--- config.mk ---
export PLATFORM = sky130hd
export DESIGN_NAME = cpu_oci_dtrace_packer_flat
export DESIGN_NICKNAME = d
export VERILOG_FILES = /design/src/rtl/cpu_oci_dtrace_packer_if.sv /design/src/rtl/cpu_oci_dtrace_packer.sv /design/src/flat_wrapper.sv
export SDC_FILE = /design/constraint.sdc
export NUM_CORES = 1
export LEC_CHECK = 0
export CAP_MARGIN = 30
export CORE_MARGIN = 2
export CORE_UTILIZATION = 52
export CTS_BUF_LIST = sky130_fd_sc_hd__clkbuf_16
export DETAILED_ROUTE_END_ITERATION = 8
export GPL_TIMING_DRIVEN = 0
export MAX_ROUTING_LAYER = met4
export PLACE_DENSITY = 0.88
export SLEW_MARGIN = 20
export SYNTH_ARGS = -nofsm -noshare
export SYNTH_HDL_FRONTEND = slang
export SYNTH_SLANG_ARGS = --single-unit
--- constraint.sdc ---
create_clock -name clk -period 4.25 [get_ports clk]
set_input_delay 0.425 -clock clk [delete_from_list [all_inputs] [get_ports clk]]
set_output_delay 0.425 -clock clk [all_outputs]
set_load 0.05 [all_outputs]
--- src/rtl/cpu_oci_dtrace_packer_if.sv ---
// Item-in / word-out handshake bundle for the OCI DCT trace packer.
// The packer attaches through the slave modport. The trace source and memory writer use master.
interface cpu_oci_dtrace_packer_if;
  logic        item_valid;
  logic [1:0]  item_data;
  logic        item_ready;
  logic        out_valid;
  logic [35:0] out_data;
  logic        out_ready;

  modport master (
    output item_valid, item_data, out_ready,
    input  item_ready, out_valid, out_data
  );

  modport slave (
    input  item_valid, item_data, out_ready,
    output item_ready, out_valid, out_data
  );
endinterface

--- src/rtl/cpu_oci_dtrace_packer.sv ---
// OCI debug-compressed-trace packer: packs 2-bit items into 30-bit DCT words and sequences flush.
// Optional feature macro: OCI_DTRACE_DROP_CNT_EN (saturating dropped-item counter).
module cpu_oci_dtrace_packer #(
  parameter int MAX_ITEMS = 15
) (
  input  logic                      clk,
  input  logic                      reset_n,
  input  logic                      trc_on,
  input  logic                      flush_req,
  output logic                      flush_done,
  cpu_oci_dtrace_packer_if.slave    bus,
  output logic [29:0]               dct_buffer,
  output logic [3:0]                dct_count,
  output logic [15:0]               drop_cnt
);

  localparam logic [3:0] MAX_C  = 4'(MAX_ITEMS);
  localparam logic [3:0] LAST_C = 4'(MAX_ITEMS - 1);

  typedef enum logic [1:0] {S_IDLE, S_PACK, S_FLUSH} state_t;

  state_t      r_state;
  logic [29:0] r_buf;
  logic [3:0]  r_count;
  logic        r_out_valid;
  logic [35:0] r_out_data;
  logic        r_flush_done;
  logic        r_trc_d;

  logic        w_slot_free;
  logic        w_item_ready;
  logic        w_accept;
  logic        w_trc_fall;
  logic [29:0] w_ins;
  logic [29:0] w_buf_new;
  logic [3:0]  w_cnt_new;

  // A word slot is usable if empty or being drained on this very edge.
  assign w_slot_free  = !r_out_valid || bus.out_ready;
  assign w_item_ready = (r_state == S_PACK) && ((r_count < LAST_C) || w_slot_free);
  assign w_accept     = bus.item_valid && w_item_ready;
  assign w_trc_fall   = r_trc_d && !trc_on;
  assign w_ins        = {28'd0, bus.item_data} << {r_count, 1'b0};
  assign w_buf_new    = r_buf | w_ins;
  assign w_cnt_new    = r_count + 4'd1;

  assign bus.item_ready = w_item_ready;
  assign bus.out_valid  = r_out_valid;
  assign bus.out_data   = r_out_data;
  assign flush_done     = r_flush_done;
  assign dct_buffer     = r_buf;
  assign dct_count      = r_count;

  always_ff @(posedge clk or negedge reset_n) begin
    if (!reset_n) begin
      r_state      <= S_IDLE;
      r_buf        <= '0;
      r_count      <= '0;
      r_out_valid  <= 1'b0;
      r_out_data   <= '0;
      r_flush_done <= 1'b0;
      r_trc_d      <= 1'b0;
    end else begin
      r_trc_d      <= trc_on;
      r_flush_done <= 1'b0;
      // Drain first; a load below on the same edge overrides it with no bubble.
      if (r_out_valid && bus.out_ready)
        r_out_valid <= 1'b0;
      case (r_state)
        S_IDLE: begin
          if (flush_req)
            r_flush_done <= 1'b1;
          if (trc_on)
            r_state <= S_PACK;
        end
        S_PACK: begin
          if (w_accept) begin
            if (w_cnt_new == MAX_C) begin
              r_out_data  <= {2'b00, MAX_C, w_buf_new};
              r_out_valid <= 1'b1;
              r_buf       <= '0;
              r_count     <= '0;
            end else begin
              r_buf   <= w_buf_new;
              r_count <= w_cnt_new;
            end
          end
          if (flush_req || w_trc_fall)
            r_state <= S_FLUSH;
        end
        S_FLUSH: begin
          if ((r_count != 4'd0) && w_slot_free) begin
            r_out_data  <= {2'b00, r_count, r_buf};
            r_out_valid <= 1'b1;
            r_buf       <= '0;
            r_count     <= '0;
          end else if ((r_count == 4'd0) && !r_out_valid) begin
            r_flush_done <= 1'b1;
            r_state      <= trc_on ? S_PACK : S_IDLE;
          end
        end
        default: r_state <= S_IDLE;
      endcase
    end
  end

`ifdef OCI_DTRACE_DROP_CNT_EN
  logic [15:0] r_drop;

  always_ff @(posedge clk or negedge reset_n) begin
    if (!reset_n)
      r_drop <= '0;
    else if ((r_state != S_IDLE) && bus.item_valid && !w_item_ready && (r_drop != 16'hFFFF))
      r_drop <= r_drop + 16'd1;
  end

  assign drop_cnt = r_drop;
`else
  assign drop_cnt = '0;
`endif

endmodule

--- src/flat_wrapper.sv ---
// flat-port wrapper written by rule: the top's interface ports become plain ports
module cpu_oci_dtrace_packer_flat 
#(
  parameter int MAX_ITEMS = 15
)
  (clk, reset_n, trc_on, flush_req, flush_done, dct_buffer, dct_count, drop_cnt, bus_item_valid, bus_item_data, bus_out_ready, bus_item_ready, bus_out_valid, bus_out_data);
  cpu_oci_dtrace_packer_if bus_i ();
  input  logic clk;
  input  logic reset_n;
  input  logic trc_on;
  input  logic flush_req;
  output logic flush_done;
  output logic [29:0] dct_buffer;
  output logic [3:0] dct_count;
  output logic [15:0] drop_cnt;
  input wire logic [$bits(bus_i.item_valid)-1:0] bus_item_valid;
  input wire logic [$bits(bus_i.item_data)-1:0] bus_item_data;
  input wire logic [$bits(bus_i.out_ready)-1:0] bus_out_ready;
  output wire logic [$bits(bus_i.item_ready)-1:0] bus_item_ready;
  output wire logic [$bits(bus_i.out_valid)-1:0] bus_out_valid;
  output wire logic [$bits(bus_i.out_data)-1:0] bus_out_data;
  assign bus_i.item_valid = bus_item_valid;
  assign bus_i.item_data = bus_item_data;
  assign bus_i.out_ready = bus_out_ready;
  assign bus_item_ready = bus_i.item_ready;
  assign bus_out_valid = bus_i.out_valid;
  assign bus_out_data = bus_i.out_data;
  cpu_oci_dtrace_packer #(.MAX_ITEMS(MAX_ITEMS)) u_core (.clk(clk), .reset_n(reset_n), .trc_on(trc_on), .flush_req(flush_req), .flush_done(flush_done), .bus(bus_i), .dct_buffer(dct_buffer), .dct_count(dct_count), .drop_cnt(drop_cnt));
endmodule
==> qor.txt <==
status = finished clean
GRT overflow = 0
most used cell, CP = inv_1
slowest stage delay, CP = 0.81 ns
worst slew pin tran = 0.618 ns
Remaining DRCs = 0
Area growth, synth to finish = 37.2%
Chip Width = 86.2 µm
Crit path arrival time = 2.30 ns
core area = 0.00646 mm²
Final period util = 64.2%
Num CTS Buffers = 9
largest area contributor in the netlist = dfrtp_1
PortBufs = 78
CTS resizes = 0
Synth top cells by count = dfrtp_1, nor2_1, a21oi_1
DRT Pass-1 Iters = 5
antenna fix cells = 0
DR WL/cell = 18.0 µm
Synth area leaders = dfrtp_1, a21oi_1, nor2_1, a22oi_1, buf_4
Starting Density = 54.5%
maximum fanout along the worst path = 5
top cell type's share of synthesized area = 51.9%
vias per cell = 5.95
standard-cell rows = 29
TritonCTS clock tree = yes
dpl hpwl = 6.63 mm
Fmax = 0.367 GHz
die height = 86.2 µm
CTS Sinks = 73
main flop type after synthesis = dfrtp_1
Synth Instances = 365
EDFF count, synth = 0
I/O pin cnt = 97
Worst Hold Class = in2async
Slew headroom = 58.6%
Max Root-Sink Buffers = 2
share of cells above drive strength 1 = 12.3%
top-count cell post-synth = dfrtp_1
Seq/Total Area, Yosys = 51.9%
largest net degree at the start of global routing = 46
via count = 3302
CTS Hold Bufs = 0
Root Driver = clkbuf_16
H-tree Lvls = 3
fin crit period = 2.73 ns
# setup viols final = 0
warnings from Yosys = 0
Critical Path RT = 3.83 ns
routed wire length = 10.0 mm
cell depth of the worst flop-to-flop path = 9
RSZ-0062 raised after global routing = false
Util after Layout = 74.7%
TNS Setup = 0 ns
max-slew violation count = 0
CP endpoint kind = output pin
CTS clk-pin slew, worst paths = 0.06 ns
CP max-delay cell = clkdlybuf4s50_1
CP Cell Sequence = inv_1, ha_1, inv_1, nor2_1, clkdlybuf4s50_1
synth unique cells = 44
Post-DRT Antenna Nets = 0
Post-Synthesis Mean Instance Area = 9.64 µm²
vias in the first global route = 3164
worst-skew pair later-pin latency = 0.34 ns
Synth async-reset ratio = 100%
Fin. Hold Viols = 0
number of setup buffers added after CTS = 0
Setup Crit Path Kind = reg2out
skew final = 0.00518 ns
Max Cap Viol = 0
GPL Wtd Cong = 0.952
initial antenna violation count = 0
die area = 0.00744 mm²
r2r setup slk = 1.66 ns
startpoint types = flop
register bit count reported by yosys = 73
gr usage total = 28.8%
Cell Area, Synth = 0.00352 mm²
# nets final = 489
initial DRC count = 286
first-pass GRT wire length = 15.8 mm
==> cell usage in the layout (no fill, tap or decap), drive strengths merged, types with 7 or more instances in the layout <==
cell type / n
a21oi: 58
a22oi: 30
a31oi: 7
and3: 10
buf: 38
clkbuf: 19
clkdlybuf4s50: 77
conb: 18
dfrtp: 73
ha: 8
inv: 10
nand2: 14
nor2: 68
o21ai: 7
==> registers in the layout, indices dropped and copies added, names as in the netlist <==
signal	flops
u_core.bus.out_data	34
u_core.dct_buffer	30
u_core.dct_count	4
u_core.r_state	2
u_core.bus.out_valid	1
u_core.flush_done	1
u_core.r_trc_d	1
==> metal layers <==
layer  part of all wire, %  wire length (µm)  GRT usage [%]
met1                    39              3870           36.2
met2                    48              4840           44.6
met3                   9.2               921           4.86
met4                   3.8               377           15.9
met5                     0                 0              -
==> logic make-up (layout without fill, tap and decap cells) <==
family / after synthesis / count (layout) / share of synthesized area [%]
compound gates: 114 / 114 / 21.0
simple gates: 110 / 110 / 14.5
flops: 73 / 73 / 51.9
buf+inv: 55 / 151 / 8.29
fa+ha+maj: 8 / 8 / 2.85
mux: 4 / 4 / 1.28
other cells: 1 / 18 / 0.107
==> through the flow <==
step	hold slack (ns)	area, µm²	setup WS, ns	cells
finish	0.00499	4820	1.52	555
global route	0.0394	4820	1.41	555
floorplan	0.129	3580	1.86	382
detailed placement	0.370	4480	1.76	538
CTS	0.0157	4820	1.52	554
global placement	0.496	4460	0.401	537
==> worst paths after layout <==
check | startpoint | to
max | u_core.r_state[1] | bus_item_ready
min | reset_n | u_core.bus.out_data[30]
max reg2reg | u_core.dct_count[1] | u_core.dct_buffer[27]
min reg2reg | u_core.bus.out_data[31] | u_core.bus.out_data[31]
max in group asynchronous | reset_n | u_core.r_trc_d
min in group clk | u_core.bus.out_data[31] | u_core.bus.out_data[31]
==> layout make-up <==
type                            instances  area [µm²]
Timing Repair Buffer                   80         803
Tap cell                               77        96.3
Clock buffer                            9         225
Multi-Input combinational cell        254        1460
Clock inverter                          7         119
Buffer                                 45         254
Sequential cell                        73        1830
Fill cell                             433        1630
Inverter                               10        37.5
==> critical path, delay by kind of cell (launching register included) <==
kind,cells,cell delay (ns)
buffers and inverters,3,1.13
AND/OR/NAND/NOR,1,0.13
adder cells (fa/ha/maj),1,0.30
flip-flops,1,0.41
Power is not shown: default switching activity piles up to over one toggle a cycle in this logic, so the estimate is an artifact.
